<file path="src/rtl/bitcount_pkg.sv">
// Shared widths and feeder state encoding for the bit-count datapath.
// Both the feeder and the bit-count stage import these so the word/result widths cannot drift.
package bitcount_pkg;

    localparam int DATA_W = 8;
    localparam int RES_W  = 4;

    typedef enum logic [1:0] {
        IDLE   = 2'd0,
        LAUNCH = 2'd1,
        WAIT   = 2'd2,
        DRAIN  = 2'd3
    } feeder_state_t;

endpackage

</file>
<file path="src/rtl/bitcount_feeder_if.sv">
// Push-side and bit-count-stage signals of the feeder, bundled for port connection.
// master = the feeder itself, slave = the board/test side plus the bit-count stage.
interface bitcount_feeder_if
    import bitcount_pkg::*;
#(
    parameter int TOT_W = 12,
    parameter int CNT_W = 8
);

    logic              push;
    logic [DATA_W-1:0] push_data;
    logic              full;
    logic              empty;
    logic              overflow;

    logic              cnt_start;
    logic [DATA_W-1:0] cnt_input;
    logic              cnt_ready;
    logic              cnt_done;
    logic [RES_W-1:0]  cnt_result;

    logic [RES_W-1:0]  last_result;
    logic [TOT_W-1:0]  total;
    logic [CNT_W-1:0]  words_done;
    logic              busy;

    modport master (
        input  push, push_data, cnt_ready, cnt_done, cnt_result,
        output full, empty, overflow, cnt_start, cnt_input,
               last_result, total, words_done, busy
    );

    modport slave (
        output push, push_data, cnt_ready, cnt_done, cnt_result,
        input  full, empty, overflow, cnt_start, cnt_input,
               last_result, total, words_done, busy
    );

endinterface

</file>
<file path="src/rtl/bitcount_fifo.sv">
// Small circular word buffer between the push side and the feeder FSM.
// Head word is presented combinationally so a pop can capture it on the same edge.
module bitcount_fifo #(
    parameter int DATA_W = 8,
    parameter int DEPTH  = 4
) (
    input  logic              clk,
    input  logic              Reset_n,
    input  logic              i_push,
    input  logic [DATA_W-1:0] i_push_data,
    input  logic              i_pop,
    output logic [DATA_W-1:0] o_head,
    output logic              o_full,
    output logic              o_empty,
    output logic              o_overflow
);

    localparam int             PTR_W    = (DEPTH > 1) ? $clog2(DEPTH) : 1;
    localparam logic [PTR_W:0] CNT_FULL = (PTR_W + 1)'(DEPTH);

    logic [DATA_W-1:0] r_mem [DEPTH];
    logic [PTR_W-1:0]  r_wr_ptr;
    logic [PTR_W-1:0]  r_rd_ptr;
    logic [PTR_W:0]    r_count;
    logic              r_overflow;

    logic w_do_pop;
    logic w_do_push;

    assign w_do_pop  = i_pop && (r_count != '0);
    // A pop in the same cycle frees the slot, so a push into a full buffer still lands.
    assign w_do_push = i_push && ((r_count != CNT_FULL) || w_do_pop);

    assign o_head     = r_mem[r_rd_ptr];
    assign o_full     = (r_count == CNT_FULL);
    assign o_empty    = (r_count == '0);
    assign o_overflow = r_overflow;

    always_ff @(posedge clk) begin
        if (w_do_push) begin
            r_mem[r_wr_ptr] <= i_push_data;
        end
    end

    always_ff @(posedge clk) begin
        if (!Reset_n) begin
            r_wr_ptr   <= '0;
            r_rd_ptr   <= '0;
            r_count    <= '0;
            r_overflow <= 1'b0;
        end else begin
            if (w_do_push) begin
                r_wr_ptr <= r_wr_ptr + PTR_W'(1);
            end
            if (w_do_pop) begin
                r_rd_ptr <= r_rd_ptr + PTR_W'(1);
            end
            if (w_do_push && !w_do_pop) begin
                r_count <= r_count + (PTR_W + 1)'(1);
            end else if (w_do_pop && !w_do_push) begin
                r_count <= r_count - (PTR_W + 1)'(1);
            end
            if (i_push && !w_do_push) begin
                r_overflow <= 1'b1;
            end
        end
    end

endmodule

</file>
<file path="src/rtl/bitcount_feeder.sv">
// Feeds buffered words to the bit-count stage over Start/Ready/Done and keeps
// running statistics (last result, saturating ones total, words processed).
module bitcount_feeder
    import bitcount_pkg::*;
#(
    parameter int DEPTH = 4,
    parameter int TOT_W = 12,
    parameter int CNT_W = 8
) (
    input  logic                clk,
    input  logic                Reset_n,
    bitcount_feeder_if.master   bus
);

    feeder_state_t     r_state;
    logic              r_cnt_start;
    logic [DATA_W-1:0] r_cnt_input;
    logic [RES_W-1:0]  r_last_result;
    logic [TOT_W-1:0]  r_total;
    logic [CNT_W-1:0]  r_words_done;

    logic              w_pop;
    logic [DATA_W-1:0] w_head;
    logic              w_full;
    logic              w_empty;
    logic              w_overflow;
    logic [TOT_W:0]    w_sum;

    bitcount_fifo #(
        .DATA_W (DATA_W),
        .DEPTH  (DEPTH)
    ) u_fifo (
        .clk         (clk),
        .Reset_n     (Reset_n),
        .i_push      (bus.push),
        .i_push_data (bus.push_data),
        .i_pop       (w_pop),
        .o_head      (w_head),
        .o_full      (w_full),
        .o_empty     (w_empty),
        .o_overflow  (w_overflow)
    );

    assign w_pop = (r_state == IDLE) && !w_empty && bus.cnt_ready;
    // One extra bit catches the carry that signals saturation.
    assign w_sum = {1'b0, r_total} + {{(TOT_W + 1 - RES_W){1'b0}}, bus.cnt_result};

    always_ff @(posedge clk) begin
        if (!Reset_n) begin
            r_state       <= IDLE;
            r_cnt_start   <= 1'b0;
            r_cnt_input   <= '0;
            r_last_result <= '0;
            r_total       <= '0;
            r_words_done  <= '0;
        end else begin
            case (r_state)
                IDLE: begin
                    if (w_pop) begin
                        r_cnt_input <= w_head;
                        r_cnt_start <= 1'b1;
                        r_state     <= LAUNCH;
                    end
                end
                LAUNCH: begin
                    r_cnt_start <= 1'b0;
                    r_state     <= WAIT;
                end
                WAIT: begin
                    if (bus.cnt_done) begin
                        r_last_result <= bus.cnt_result;
                        r_total       <= w_sum[TOT_W] ? '1 : w_sum[TOT_W-1:0];
                        r_words_done  <= r_words_done + CNT_W'(1);
                        r_state       <= DRAIN;
                    end
                end
                DRAIN: begin
                    // A long Done pulse is absorbed here so it is counted once.
                    if (!bus.cnt_done) begin
                        r_state <= IDLE;
                    end
                end
                default: begin
                    r_state     <= IDLE;
                    r_cnt_start <= 1'b0;
                end
            endcase
        end
    end

    assign bus.full        = w_full;
    assign bus.empty       = w_empty;
    assign bus.overflow    = w_overflow;
    assign bus.cnt_start   = r_cnt_start;
    assign bus.cnt_input   = r_cnt_input;
    assign bus.last_result = r_last_result;
    assign bus.total       = r_total;
    assign bus.words_done  = r_words_done;
    assign bus.busy        = (r_state != IDLE);

endmodule

</file>
<file path="src/flat_wrapper.sv">
// flat-port wrapper written by rule: the top's interface ports become plain ports
module bitcount_feeder_flat import bitcount_pkg::*;
#(
    parameter int DEPTH = 4,
    parameter int TOT_W = 12,
    parameter int CNT_W = 8
)
  (clk, Reset_n, bus_push, bus_push_data, bus_cnt_ready, bus_cnt_done, bus_cnt_result, bus_full, bus_empty, bus_overflow, bus_cnt_start, bus_cnt_input, bus_last_result, bus_total, bus_words_done, bus_busy);
  bitcount_feeder_if #(.TOT_W(TOT_W), .CNT_W(CNT_W)) bus_i ();
  input  logic clk;
  input  logic Reset_n;
  input wire logic [$bits(bus_i.push)-1:0] bus_push;
  input wire logic [$bits(bus_i.push_data)-1:0] bus_push_data;
  input wire logic [$bits(bus_i.cnt_ready)-1:0] bus_cnt_ready;
  input wire logic [$bits(bus_i.cnt_done)-1:0] bus_cnt_done;
  input wire logic [$bits(bus_i.cnt_result)-1:0] bus_cnt_result;
  output wire logic [$bits(bus_i.full)-1:0] bus_full;
  output wire logic [$bits(bus_i.empty)-1:0] bus_empty;
  output wire logic [$bits(bus_i.overflow)-1:0] bus_overflow;
  output wire logic [$bits(bus_i.cnt_start)-1:0] bus_cnt_start;
  output wire logic [$bits(bus_i.cnt_input)-1:0] bus_cnt_input;
  output wire logic [$bits(bus_i.last_result)-1:0] bus_last_result;
  output wire logic [$bits(bus_i.total)-1:0] bus_total;
  output wire logic [$bits(bus_i.words_done)-1:0] bus_words_done;
  output wire logic [$bits(bus_i.busy)-1:0] bus_busy;
  assign bus_i.push = bus_push;
  assign bus_i.push_data = bus_push_data;
  assign bus_i.cnt_ready = bus_cnt_ready;
  assign bus_i.cnt_done = bus_cnt_done;
  assign bus_i.cnt_result = bus_cnt_result;
  assign bus_full = bus_i.full;
  assign bus_empty = bus_i.empty;
  assign bus_overflow = bus_i.overflow;
  assign bus_cnt_start = bus_i.cnt_start;
  assign bus_cnt_input = bus_i.cnt_input;
  assign bus_last_result = bus_i.last_result;
  assign bus_total = bus_i.total;
  assign bus_words_done = bus_i.words_done;
  assign bus_busy = bus_i.busy;
  bitcount_feeder #(.DEPTH(DEPTH), .TOT_W(TOT_W), .CNT_W(CNT_W)) u_core (.clk(clk), .Reset_n(Reset_n), .bus(bus_i));
endmodule
</file>
<file path="config.mk">
export PLATFORM = sky130hd
export DESIGN_NAME = bitcount_feeder_flat
export DESIGN_NICKNAME = d
export VERILOG_FILES = /design/src/rtl/bitcount_pkg.sv /design/src/rtl/bitcount_feeder_if.sv /design/src/rtl/bitcount_fifo.sv /design/src/rtl/bitcount_feeder.sv /design/src/flat_wrapper.sv
export SDC_FILE = /design/constraint.sdc
export NUM_CORES = 1
export LEC_CHECK = 0
export CORE_AREA = 2 2 103 105
export DETAILED_ROUTE_END_ITERATION = 10
export DIE_AREA = 0 0 105 107
export GPL_TIMING_DRIVEN = 0
export PLACE_DENSITY_LB_ADDON = 0.05
export SETUP_SLACK_MARGIN = 0.15
export SLEW_MARGIN = 20
export SYNTH_ARGS = -nofsm -noshare
export SYNTH_HDL_FRONTEND = slang
export SYNTH_HIERARCHICAL = 1
export SYNTH_SLANG_ARGS = --single-unit
export TNS_END_PERCENT = 5
</file>
<file path="constraint.sdc">
create_clock -name clk -period 3.6 [get_ports clk]
set_clock_uncertainty 0.1 [all_clocks]
set_input_delay 0.36 -clock clk [delete_from_list [all_inputs] [get_ports clk]]
set_output_delay 0.36 -clock clk [all_outputs]
set_load 0.05 [all_outputs]
</file>
==> results of run 1 <==
routing by layer:
layer  share of wire, %  wire [um]  global-route usage, %  vias to the layer above
met1                 45       3240                   16.4                     1120
met5                  0          0                      0                        -
li1                   -          -                      -                     1154
met4                1.4         99                   5.14                        0
met2                 50       3600                   22.9                       46
met3                3.6        257                   2.61                        8
cells by family (layout without fill, tap and decap cells):
family | Yosys count | in the layout | share of synthesized area (%)
xor+xnor | 15 | 15 | 3.89
flops | 77 | 77 | 55.1
buf+inv | 19 | 88 | 2.59
compound gates | 54 | 54 | 11.0
simple gates | 88 | 88 | 13.9
mux | 13 | 13 | 6.81
fa+ha+maj | 17 | 17 | 6.74
metrics by stage:
step	total power (W)	utilization [%]	cells	setup WS, ns	instance area (um^2)
3_3_place_gp	0.00208	40.5	472	0.313	4090
5_1_grt	0.00288	42.5	488	0.258	4290
3_5_place_dp	0.00209	40.5	472	0.287	4090
2_1_floorplan	0.00180	-	283	0.305	3380
4_1_cts	0.00276	42.4	488	0.318	4280
6_report	0.00271	42.5	488	0.511	4290
worst paths after layout:
| check | end | slack, ns | cells after the start |
|---|---|---|---|
| setup reg to reg | u_core/u_fifo/r_count[2] | 0.51 | 14 |
| setup / recovery | u_core/u_fifo/r_count[2] | 0.51 | 14 |
| hold reg to reg | u_core/bus.last_result[3] | 0.36 | 2 |
| hold / removal | u_core/bus.last_result[3] | 0.36 | 2 |
state kept, by name, summed over array words and instances (netlist names), named ones only:
register,count
u_core/u_fifo/o_overflow,1
u_core/u_fifo/r_count,3
u_core/bus.words_done,8
u_core/bus.cnt_start,1
u_core/bus.last_result,4
u_core/bus.cnt_input,8
u_core/u_fifo/r_mem,32
u_core/r_state,2
u_core/bus.total,12
u_core/u_fifo/r_rd_ptr,2
u_core/u_fifo/r_wr_ptr,2
placed cells by master (no fill, tap or decap), drive strengths merged, types with 4 or more instances in the layout:
cell type and count:
nor3 4, nand4 7, nand2 38, buf 5
nor2 14, and3 4, ha 15, clkdlybuf4s50 53
mux4 8, nor2b 4, dfxtp 45, and2 9
a21oi 27, o21ai 6, xnor2 7, xor2 8
edfxtp 32, inv 9, mux2i 5, clkbuf 13
final cells by class:
class                   count  area [um^2]
multi-input cells         187         1440
clock buffers               9          124
clock inverters             7         73.8
inverters                   9         37.5
well taps                 136          170
plain buffers              10         53.8
repair buffers             53          531
flip-flops and latches     77         1860
fillers                  1014         5810
report_power, final:
group	switching, W	internal [W]
logic	0.000566	0.000363
clock network	0.000330	0.000322
registers	0.0000897	0.00104
worst max-delay path, delay by kind of cell, from the launching register on:
| family | cells | cell delay (ns) |
|---|---|---|
| AOI/OAI and AO/OA | 1 | 0.15 |
| xor gates and xnor gates | 1 | 0.07 |
| adders and majority gates | 3 | 0.63 |
| buffers and inverters | 5 | 0.86 |
| DFF | 1 | 0.39 |
| and+or+nand+nor | 4 | 0.81 |
==> flow_summary.yaml, run 1 <==
floorplanning:
  rows: 37
  num_io_pins: 54
  dieWidth_um: 105
  start_util_pct: 33.5
  coreArea_um2: 10100
  die_h_um: 107
  die_area_um2: 11200
critical_path:
  crit_type: "reg -> reg"
  cp.arrival_ns: 3.26
  slowest_stage: "dfxtp_1"
  critPathRequiredTime_ns: 3.77
  worst_setup_path_end_kind: "register"
  reg2reg_from: "u_core/r_state[0]"
  crit_chain: "inv_1, ha_1, nand3b_1, buf_2, clkinvlp_4, nor4b_4, nor2b_1, buf_6, ha_1, inv_1, fa_1, xor2_1, or3_1, a21boi_1"
  setup.worst_path.start: "u_core/r_state[0]"
  cp_max_fo: 12
  slowest_delay_ns: 0.39
  start_kind: "register"
yosys:
  synthArstFlopShare_pct: 0
  netlist.area_leader.share_pct: 28.4
  yosys.area.top_type: "edfxtp_1"
  seq_area_frac_synth_pct: 55.1
  synthTopCellsByCount: "dfxtp_1 (45), nand2_1 (37), edfxtp_1 (32)"
  yosys_warnings: 6
  synthTopCellsByArea: "edfxtp_1 (28%), dfxtp_1 (27%), ha_1 (5.6%)"
  synth_area_per_cell_um2: 11.9
  syn_inst: 283
  ys.flop_type: "dfxtp_1"
  yosysUniqueCellTypes: 53
  post-synth-top-count-cell: "dfxtp_1"
  syn_area_um2: 3380
  syn-num-nets: 317
  ys_ff_latch: 77
  synth_edf_count: 32
power_and_ir_drop:
  p_leak_nw: 1.49
  max-vdd-ir-drop_mv: 0.250
  power_density_nw_per_um2: 632
route:
  wl_per_cell_um: 14.8
  first_pass_iters: 4
  drc: 0
  antenna_left: 0
  viasPerCell: 4.77
  dr.first_iter.drc_count: 69
  via_count: 2328
  totalWireLength_mm: 7.20
timing:
  rsz0062_at_grt: "false"
  slew-limit-headroom_pct: 58.4
  finalCriticalPeriod_ns: 3.09
  hold_viol: 0
  max_freq_mhz: 324
  slew_violations: 0
  setup_violations: 0
  setup_tns_ns: 0
  whs_ns: 0.359
  tightest_slew_ns: 0.624
  period_share_pct: 85.8
status:
  outcome: "finished, final reports clean"
hold_path:
  hold_start: "u_core/bus.last_result[3]"
  hold_class: "reg -> reg"
global_route:
  grtUsageTotal_pct: 13.3
  overflow: 0
  grt_pass1_wl_mm: 11.6
  grt_max_degree: 15
  grt_pass1_vias: 2339
  grt_antenna_before_repair: 0
run:
  max_cap_viol_count: 0
clock_tree:
  cts_tree: "built"
  path_clk_slew_ns: 0.08
  cts-hold-fix-buffers: 0
  cts-root-buf: "clkbuf_8"
  h-tree-depth: 3
  clock_latency_ns: 0.34
  cts_setup_buffers: 0
  cts_sinks: 77
  numCtsBuffers: 9
  cts.path.max_buffers: 2
  cts_resized: 0
placement:
  hpwl_mm: 5.09
  place_congestion: 0.727
  port_buffers: 53
cells_and_area:
  area_growth_pct: 26.8
  fin_nets: 381
  drive_gt1_share_pct: 12.5
  antenna_cells: 0
Note: power is estimated with default switching activity, not from simulation.
==> run 2, diff against run 1 <==
- CTS_BUF_LIST: not set -> sky130_fd_sc_hd__clkbuf_4 sky130_fd_sc_hd__clkbuf_8 sky130_fd_sc_hd__clkbuf_16
==> results of run 2 <==
Same layout as run 1: the final DEF is identical, and so are final timing and power.
